**config.mk**
```make
export PLATFORM = sky130hd
export DESIGN_NAME = regfile_write_arbiter_flat
export DESIGN_NICKNAME = d
export VERILOG_FILES = /design/src/rtl/regfile_pkg.sv /design/src/rtl/regfile_write_arbiter_if.sv /design/src/rtl/wb_queue.sv /design/src/rtl/regfile_write_arbiter.sv /design/src/flat_wrapper.sv
export SDC_FILE = /design/constraint.sdc
export NUM_CORES = 1
export LEC_CHECK = 0
export BUFFER_PORTS_ARGS = -buffer_cell sky130_fd_sc_hd__clkbuf_2
export CAP_MARGIN = 20
export CORE_UTILIZATION = 56
export DETAILED_ROUTE_END_ITERATION = 7
export PLACE_DENSITY = 0.78
export SYNTH_ARGS = -nofsm -noshare
export SYNTH_HDL_FRONTEND = slang
export SYNTH_SLANG_ARGS = --single-unit
```
**constraint.sdc**
```tcl
create_clock -name clk -period 3.36 [get_ports clk]
set_input_delay 0.504 -clock clk [delete_from_list [all_inputs] [get_ports clk]]
set_output_delay 0.504 -clock clk [all_outputs]
set_load 0.02 [all_outputs]
```
**src/rtl/regfile_pkg.sv**
```systemverilog
// Shared widths, write-request type and register-zero constant for the register-file
// write path.
package regfile_pkg;
  localparam int DATA_WIDTH = 32;
  localparam int ADDR_WIDTH = 6;

  localparam logic [ADDR_WIDTH-1:0] REG_ZERO = '0;

  typedef struct packed {
    logic [ADDR_WIDTH-1:0] addr;
    logic [DATA_WIDTH-1:0] data;
  } rf_wr_req_t;
endpackage

```
**src/rtl/regfile_write_arbiter_if.sv**
```systemverilog
// Signal bundle between the pipeline / mul-div unit and the register-file write arbiter.
// The master side is the pipeline; the slave side is the arbiter.
interface regfile_write_arbiter_if;
  import regfile_pkg::*;

  logic                  wbValid;
  logic [ADDR_WIDTH-1:0] wbAddr;
  logic [DATA_WIDTH-1:0] wbData;
  logic                  mdIssue;
  logic [ADDR_WIDTH-1:0] mdIssueAddr;
  logic                  mdValid;
  logic                  mdReady;
  logic [ADDR_WIDTH-1:0] mdAddr;
  logic [DATA_WIDTH-1:0] mdData;
  logic [ADDR_WIDTH-1:0] idSrc1;
  logic [ADDR_WIDTH-1:0] idSrc2;
  logic [ADDR_WIDTH-1:0] idDest;
  logic                  idDestValid;
  logic                  hazardStall;
  logic                  starveStall;
  logic                  writeEn;
  logic [ADDR_WIDTH-1:0] writeAddr;
  logic [DATA_WIDTH-1:0] writeData;

  modport master (
    output wbValid, wbAddr, wbData, mdIssue, mdIssueAddr, mdValid, mdAddr, mdData,
           idSrc1, idSrc2, idDest, idDestValid,
    input  mdReady, hazardStall, starveStall, writeEn, writeAddr, writeData
  );

  modport slave (
    input  wbValid, wbAddr, wbData, mdIssue, mdIssueAddr, mdValid, mdAddr, mdData,
           idSrc1, idSrc2, idDest, idDestValid,
    output mdReady, hazardStall, starveStall, writeEn, writeAddr, writeData
  );
endinterface

```
**src/rtl/wb_queue.sv**
```systemverilog
// Small synchronous FIFO of pending mul/div register writes. The caller guarantees
// push only when not full and pop only when not empty.
module wb_queue
  import regfile_pkg::*;
#(
  parameter int QDEPTH = 2
) (
  input  logic       clk,
  input  logic       rst,
  input  logic       push,
  input  rf_wr_req_t pushReq,
  input  logic       pop,
  output logic       full,
  output logic       empty,
  output rf_wr_req_t head
);
  localparam int PW = $clog2(QDEPTH);

  logic [PW-1:0] wrPtr;
  logic [PW-1:0] rdPtr;
  logic [PW:0]   count;
  rf_wr_req_t    mem [QDEPTH];

  // Pointers are PW bits wide, so a power-of-2 depth wraps them for free.
  always_ff @(posedge clk or posedge rst) begin
    if (rst) begin
      wrPtr <= '0;
      rdPtr <= '0;
      count <= '0;
    end else begin
      if (push) wrPtr <= wrPtr + 1'b1;
      if (pop)  rdPtr <= rdPtr + 1'b1;
      unique case ({push, pop})
        2'b10:   count <= count + 1'b1;
        2'b01:   count <= count - 1'b1;
        default: count <= count;
      endcase
    end
  end

  always_ff @(posedge clk) begin
    if (push) mem[wrPtr] <= pushReq;
  end

  assign full  = (count == (PW+1)'(QDEPTH));
  assign empty = (count == '0);
  assign head  = mem[rdPtr];
endmodule

```
**src/rtl/regfile_write_arbiter.sv**
```systemverilog
// Shares the single RegisterFile write port between writeback (fixed priority) and a
// queued mul/div result stream; tracks in-flight mul/div destinations for decode hazards.
module regfile_write_arbiter
  import regfile_pkg::*;
#(
  parameter int QDEPTH       = 2,
  parameter int STARVE_LIMIT = 8
) (
  input logic                    clk,
  input logic                    rst,
  regfile_write_arbiter_if.slave bus
);
  localparam int NREG = 2 ** ADDR_WIDTH;
  localparam int CW   = $clog2(STARVE_LIMIT + 1);

  logic            full;
  logic            empty;
  logic            push;
  logic            pop;
  rf_wr_req_t      head;
  rf_wr_req_t      mdReq;
  logic [NREG-1:0] pending;
  logic [NREG-1:0] setMask;
  logic [NREG-1:0] clrMask;
  logic [CW-1:0]   starveCnt;

  // Ready is held low during reset and never sees a same-cycle pop (no push-through).
  assign bus.mdReady = ~rst & ~full;
  assign push        = bus.mdValid & bus.mdReady;
  assign pop         = ~rst & ~bus.wbValid & ~empty;
  assign mdReq       = '{addr: bus.mdAddr, data: bus.mdData};

  wb_queue #(.QDEPTH(QDEPTH)) uQueue (
    .clk     (clk),
    .rst     (rst),
    .push    (push),
    .pushReq (mdReq),
    .pop     (pop),
    .full    (full),
    .empty   (empty),
    .head    (head)
  );

  // Register zero requests are consumed but never reach the register file.
  always_comb begin
    bus.writeEn   = 1'b0;
    bus.writeAddr = '0;
    bus.writeData = '0;
    if (!rst) begin
      if (bus.wbValid) begin
        if (bus.wbAddr != REG_ZERO) begin
          bus.writeEn   = 1'b1;
          bus.writeAddr = bus.wbAddr;
          bus.writeData = bus.wbData;
        end
      end else if (!empty && head.addr != REG_ZERO) begin
        bus.writeEn   = 1'b1;
        bus.writeAddr = head.addr;
        bus.writeData = head.data;
      end
    end
  end

  // Set after clear so a same-cycle commit and re-issue leaves the register pending.
  always_comb begin
    setMask = '0;
    clrMask = '0;
    if (pop) clrMask[head.addr] = 1'b1;
    if (bus.mdIssue && bus.mdIssueAddr != REG_ZERO) setMask[bus.mdIssueAddr] = 1'b1;
  end

  always_ff @(posedge clk or posedge rst) begin
    if (rst) pending <= '0;
    else     pending <= (pending & ~clrMask) | setMask;
  end

  assign bus.hazardStall = pending[bus.idSrc1] | pending[bus.idSrc2] |
                           (bus.idDestValid & pending[bus.idDest]);

  always_ff @(posedge clk or posedge rst) begin
    if (rst) begin
      starveCnt <= '0;
    end else if (empty || pop) begin
      starveCnt <= '0;
    end else if (bus.wbValid && starveCnt != CW'(STARVE_LIMIT)) begin
      starveCnt <= starveCnt + 1'b1;
    end
  end

  assign bus.starveStall = (starveCnt >= CW'(STARVE_LIMIT));
endmodule
```
**src/flat_wrapper.sv**
```systemverilog
// flat-port wrapper written by rule: the top's interface ports become plain ports
module regfile_write_arbiter_flat import regfile_pkg::*;
#(
  parameter int QDEPTH       = 2,
  parameter int STARVE_LIMIT = 8
)
  (clk, rst, bus_wbValid, bus_wbAddr, bus_wbData, bus_mdIssue, bus_mdIssueAddr, bus_mdValid, bus_mdAddr, bus_mdData, bus_idSrc1, bus_idSrc2, bus_idDest, bus_idDestValid, bus_mdReady, bus_hazardStall, bus_starveStall, bus_writeEn, bus_writeAddr, bus_writeData);
  regfile_write_arbiter_if bus_i ();
  input logic clk;
  input logic rst;
  input wire logic [$bits(bus_i.wbValid)-1:0] bus_wbValid;
  input wire logic [$bits(bus_i.wbAddr)-1:0] bus_wbAddr;
  input wire logic [$bits(bus_i.wbData)-1:0] bus_wbData;
  input wire logic [$bits(bus_i.mdIssue)-1:0] bus_mdIssue;
  input wire logic [$bits(bus_i.mdIssueAddr)-1:0] bus_mdIssueAddr;
  input wire logic [$bits(bus_i.mdValid)-1:0] bus_mdValid;
  input wire logic [$bits(bus_i.mdAddr)-1:0] bus_mdAddr;
  input wire logic [$bits(bus_i.mdData)-1:0] bus_mdData;
  input wire logic [$bits(bus_i.idSrc1)-1:0] bus_idSrc1;
  input wire logic [$bits(bus_i.idSrc2)-1:0] bus_idSrc2;
  input wire logic [$bits(bus_i.idDest)-1:0] bus_idDest;
  input wire logic [$bits(bus_i.idDestValid)-1:0] bus_idDestValid;
  output wire logic [$bits(bus_i.mdReady)-1:0] bus_mdReady;
  output wire logic [$bits(bus_i.hazardStall)-1:0] bus_hazardStall;
  output wire logic [$bits(bus_i.starveStall)-1:0] bus_starveStall;
  output wire logic [$bits(bus_i.writeEn)-1:0] bus_writeEn;
  output wire logic [$bits(bus_i.writeAddr)-1:0] bus_writeAddr;
  output wire logic [$bits(bus_i.writeData)-1:0] bus_writeData;
  assign bus_i.wbValid = bus_wbValid;
  assign bus_i.wbAddr = bus_wbAddr;
  assign bus_i.wbData = bus_wbData;
  assign bus_i.mdIssue = bus_mdIssue;
  assign bus_i.mdIssueAddr = bus_mdIssueAddr;
  assign bus_i.mdValid = bus_mdValid;
  assign bus_i.mdAddr = bus_mdAddr;
  assign bus_i.mdData = bus_mdData;
  assign bus_i.idSrc1 = bus_idSrc1;
  assign bus_i.idSrc2 = bus_idSrc2;
  assign bus_i.idDest = bus_idDest;
  assign bus_i.idDestValid = bus_idDestValid;
  assign bus_mdReady = bus_i.mdReady;
  assign bus_hazardStall = bus_i.hazardStall;
  assign bus_starveStall = bus_i.starveStall;
  assign bus_writeEn = bus_i.writeEn;
  assign bus_writeAddr = bus_i.writeAddr;
  assign bus_writeData = bus_i.writeData;
  regfile_write_arbiter #(.QDEPTH(QDEPTH), .STARVE_LIMIT(STARVE_LIMIT)) u_core (.clk(clk), .rst(rst), .bus(bus_i));
endmodule
```
==> impl_metrics.json <==
{
  "hold_class": "in2reg",
  "tightest_slew_ps": 1220,
  "drive_gt1_share_pct": 30.0,
  "ys.flop_type": "edfxtp_1",
  "layoutNonFillerInstCount": 1087,
  "finalWirelength_um": 24300,
  "num_vias": 7042,
  "async_reset_ff_share_pct": 48.6,
  "cp.arrival_ps": 2890,
  "cp.required_ps": 2860,
  "wl_per_cell_um": 22.4,
  "max_freq_ghz": 0.294,
  "port_buffers": 147,
  "setup_viol": 1,
  "dp_hpwl_um": 18100,
  "ir_drop_v": 0.000415,
  "slew_headroom_pct": 18.1,
  "via_per_inst": 6.48,
  "leakage_nw": 4.11,
  "initial_utilization_pct": 57.9,
  "fin_ws_ps": -35.8,
  "drt_iter0_drc": 654,
  "status": "finished with violations",
  "syn_area_um2": 8100,
  "synth_top_family_by_area": "multiplexers",
  "slew_violations": 0,
  "yosys.cell_types.count": 52,
  "place.detailed.instances": 1049,
  "cp-start-kind": "flip-flop",
  "critPathSlowestCell": "or4_1",
  "cts_tree": "yes",
  "std_cell_rows": 43,
  "ys_seq_elements": 148,
  "clock_latency_ps": 420,
  "cts.path.max_buffers": 2,
  "synthAdderAreaFrac_pct": 0.464,
  "finish.utilization_pct": 70.4,
  "nets": 1003,
  "path_class": "reg2out",
  "syn_nets": 833,
  "place_congestion": 0.992,
  "grt_usage_pct": 34.4,
  "grt_pass1_vias": 7011,
  "max_cap_violations": 0,
  "pin_count": 148,
  "path_cells": "mux4_2, o2111ai_1, a41oi_2, or4_1, or4_4, buf_8",
  "worst_setup_path_end_kind": "output port",
  "layout_min_cycle_time_ps": 3400,
  "n_antenna_cell": 0,
  "ant_nets": 0,
  "grt_pass1_wl_um": 38000,
  "yosys_warnings": 0,
  "synth_edf_count": 76,
  "die_h_um": 122,
  "fin_skew_ps": 12.3,
  "fin_crit_sh_pct": 101,
  "postSynthCellCount": 724,
  "slowest_delay_ps": 530,
  "drc": 0,
  "cts-htree-levels": 4,
  "grt_overflow_total": 0,
  "path_delay_family": "simple AND/OR/NAND/NOR gates",
  "crit_fanout": 2,
  "hold_violations": 0,
  "clock-sinks": 148,
  "die_w_um": 122,
  "violations": "negative setup slack",
  "first_pass_iters": 5,
  "area_growth_pct": 21.7,
  "rsz0062_at_grt": "true",
  "synth-seq-area-share_pct": 50.4,
  "core_um2": 14000,
  "powerDensity_nw_per_um2": 661,
  "clk_pin_slew_ps": 70,
  "muxShareOfSynthArea_pct": 19.7,
  "die_area_um2": 14900,
  "synth_area_per_cell_um2": 11.2,
  "root_buffer": "clkbuf_16",
  "grt_max_degree": 74,
  "synthXorXnorAreaFrac_pct": 0.757,
  "cts_buffers": 17,
  "synth_compound_area_share_pct": 14.2,
  "path_buf_inv": 1,
  "antenna_found_initial": 0,
  "synth-simple-area-share_pct": 11.5
}
-- final cells by class --
class,instances,area (um^2)
Fill cell,1027,4140
Sequential cell,148,4090
Multi-Input combinational cell,526,3810
Timing Repair Buffer,189,1100
Clock buffer,22,508
Tap cell,180,225
Clock inverter,10,71.3
Inverter,12,45.0
-- metrics by stage --
step           power, mW  area, um^2  TNS, ps  setup slack (ps)  hold slack, ps
2_1_floorplan       3.89        8100        0              32.1             461
3_3_place_gp        4.54        9180        0              23.7             529
3_5_place_dp        4.61        9180        0              32.9             547
4_1_cts             6.46        9820    -35.1             -35.1             263
5_1_grt             6.79        9850     -106              -106             257
6_report            6.51        9850    -35.8             -35.8             267
-- state kept, by name (all words and copies together), names as in the netlist --
signal,flops
u_core.pending,64
u_core.starveCnt,4
u_core.uQueue.count,2
u_core.uQueue.mem,76
u_core.uQueue.rdPtr,1
u_core.uQueue.wrPtr,1
-- report_power, final --
part	switching (mW)	internal (mW)	total (mW)	leakage, nW
Combinational	1.12	0.906	2.03	2.23
Sequential	0.385	2.29	2.67	1.60
Clock	0.735	1.08	1.81	0.282
-- cells by family (layout without fill, tap and decap cells) --
group / count (synthesis) / count (layout)
adders and majority gates: 3 / 3
DFF: 148 / 148
buffers and inverters: 50 / 233
muxes: 109 / 109
xor gates and xnor gates: 7 / 7
AOI/OAI and AO/OA: 212 / 212
and+or+nand+nor: 195 / 195
-- synth_stat cells (4+ instances only) --
cell	count	area, um^2
nand3_1	20	100
mux2i_1	68	681
edfxtp_1	76	2280
buf_1	4	15.0
nor3b_1	5	37.5
buf_2	10	50.1
nand2b_1	14	87.6
nor3_1	5	25.0
clkbuf_1	20	75.1
dfrtp_1	72	1800
nand2_1	24	90.1
inv_1	12	45.0
nor2b_1	12	75.1
o22ai_1	4	25.0
xnor2_1	4	35.0
nand4_1	4	25.0
nor2_1	91	342
nand3b_1	6	45.0
a21oi_1	42	210
a22oi_1	7	52.6
mux4_1	4	105
o21ai_0	136	681
mux4_2	35	788
-- metal layers --
metal	share of wire [%]	track usage, %	vias to the layer above
li1	-	-	3100
met1	38	43.6	3411
met2	48	55.8	445
met3	8.5	8.13	86
met4	4.8	16.9	0
met5	0	0	-
-- repair_timing --
item / in CTS / in global routing
pin swaps: 2 / 0
setup endpoints to repair: 3 / 26
resized for setup: 6 / 6
hold buffers: 0 / 0
buffers inserted: 5 / 1
-- path summary, 6_finish.rpt --
check,from,end,slack [ps],cells past startpoint
worst max-delay path,u_core.pending[30],bus_hazardStall,-40,6
worst min-delay path,bus_mdData[26],u_core.uQueue.mem[0][26],270,1
worst max register to register,u_core.uQueue.rdPtr,u_core.pending[41],1000,7
worst min register to register,u_core.uQueue.wrPtr,u_core.uQueue.wrPtr,550,1
max in group asynchronous,rst,u_core.uQueue.rdPtr,2240,3
min in group asynchronous,rst,u_core.starveCnt[1],500,3
-- layout by cell type, fill, tap and decap left out, types with 12 or more instances in the layout --
cell,netlist,layout
o21ai_0,136,135
nand2b_1,14,14
dfrtp_1,72,71
nand3_1,20,20
edfxtp_1,76,76
buf_4,1,38
nor2_1,91,90
a21oi_1,42,42
clkbuf_2,0,146
mux4_2,35,36
nand2_1,24,24
clkbuf_16,0,20
mux2i_1,68,68
nor2b_1,12,12
Power figures use the tool's default switching activity.
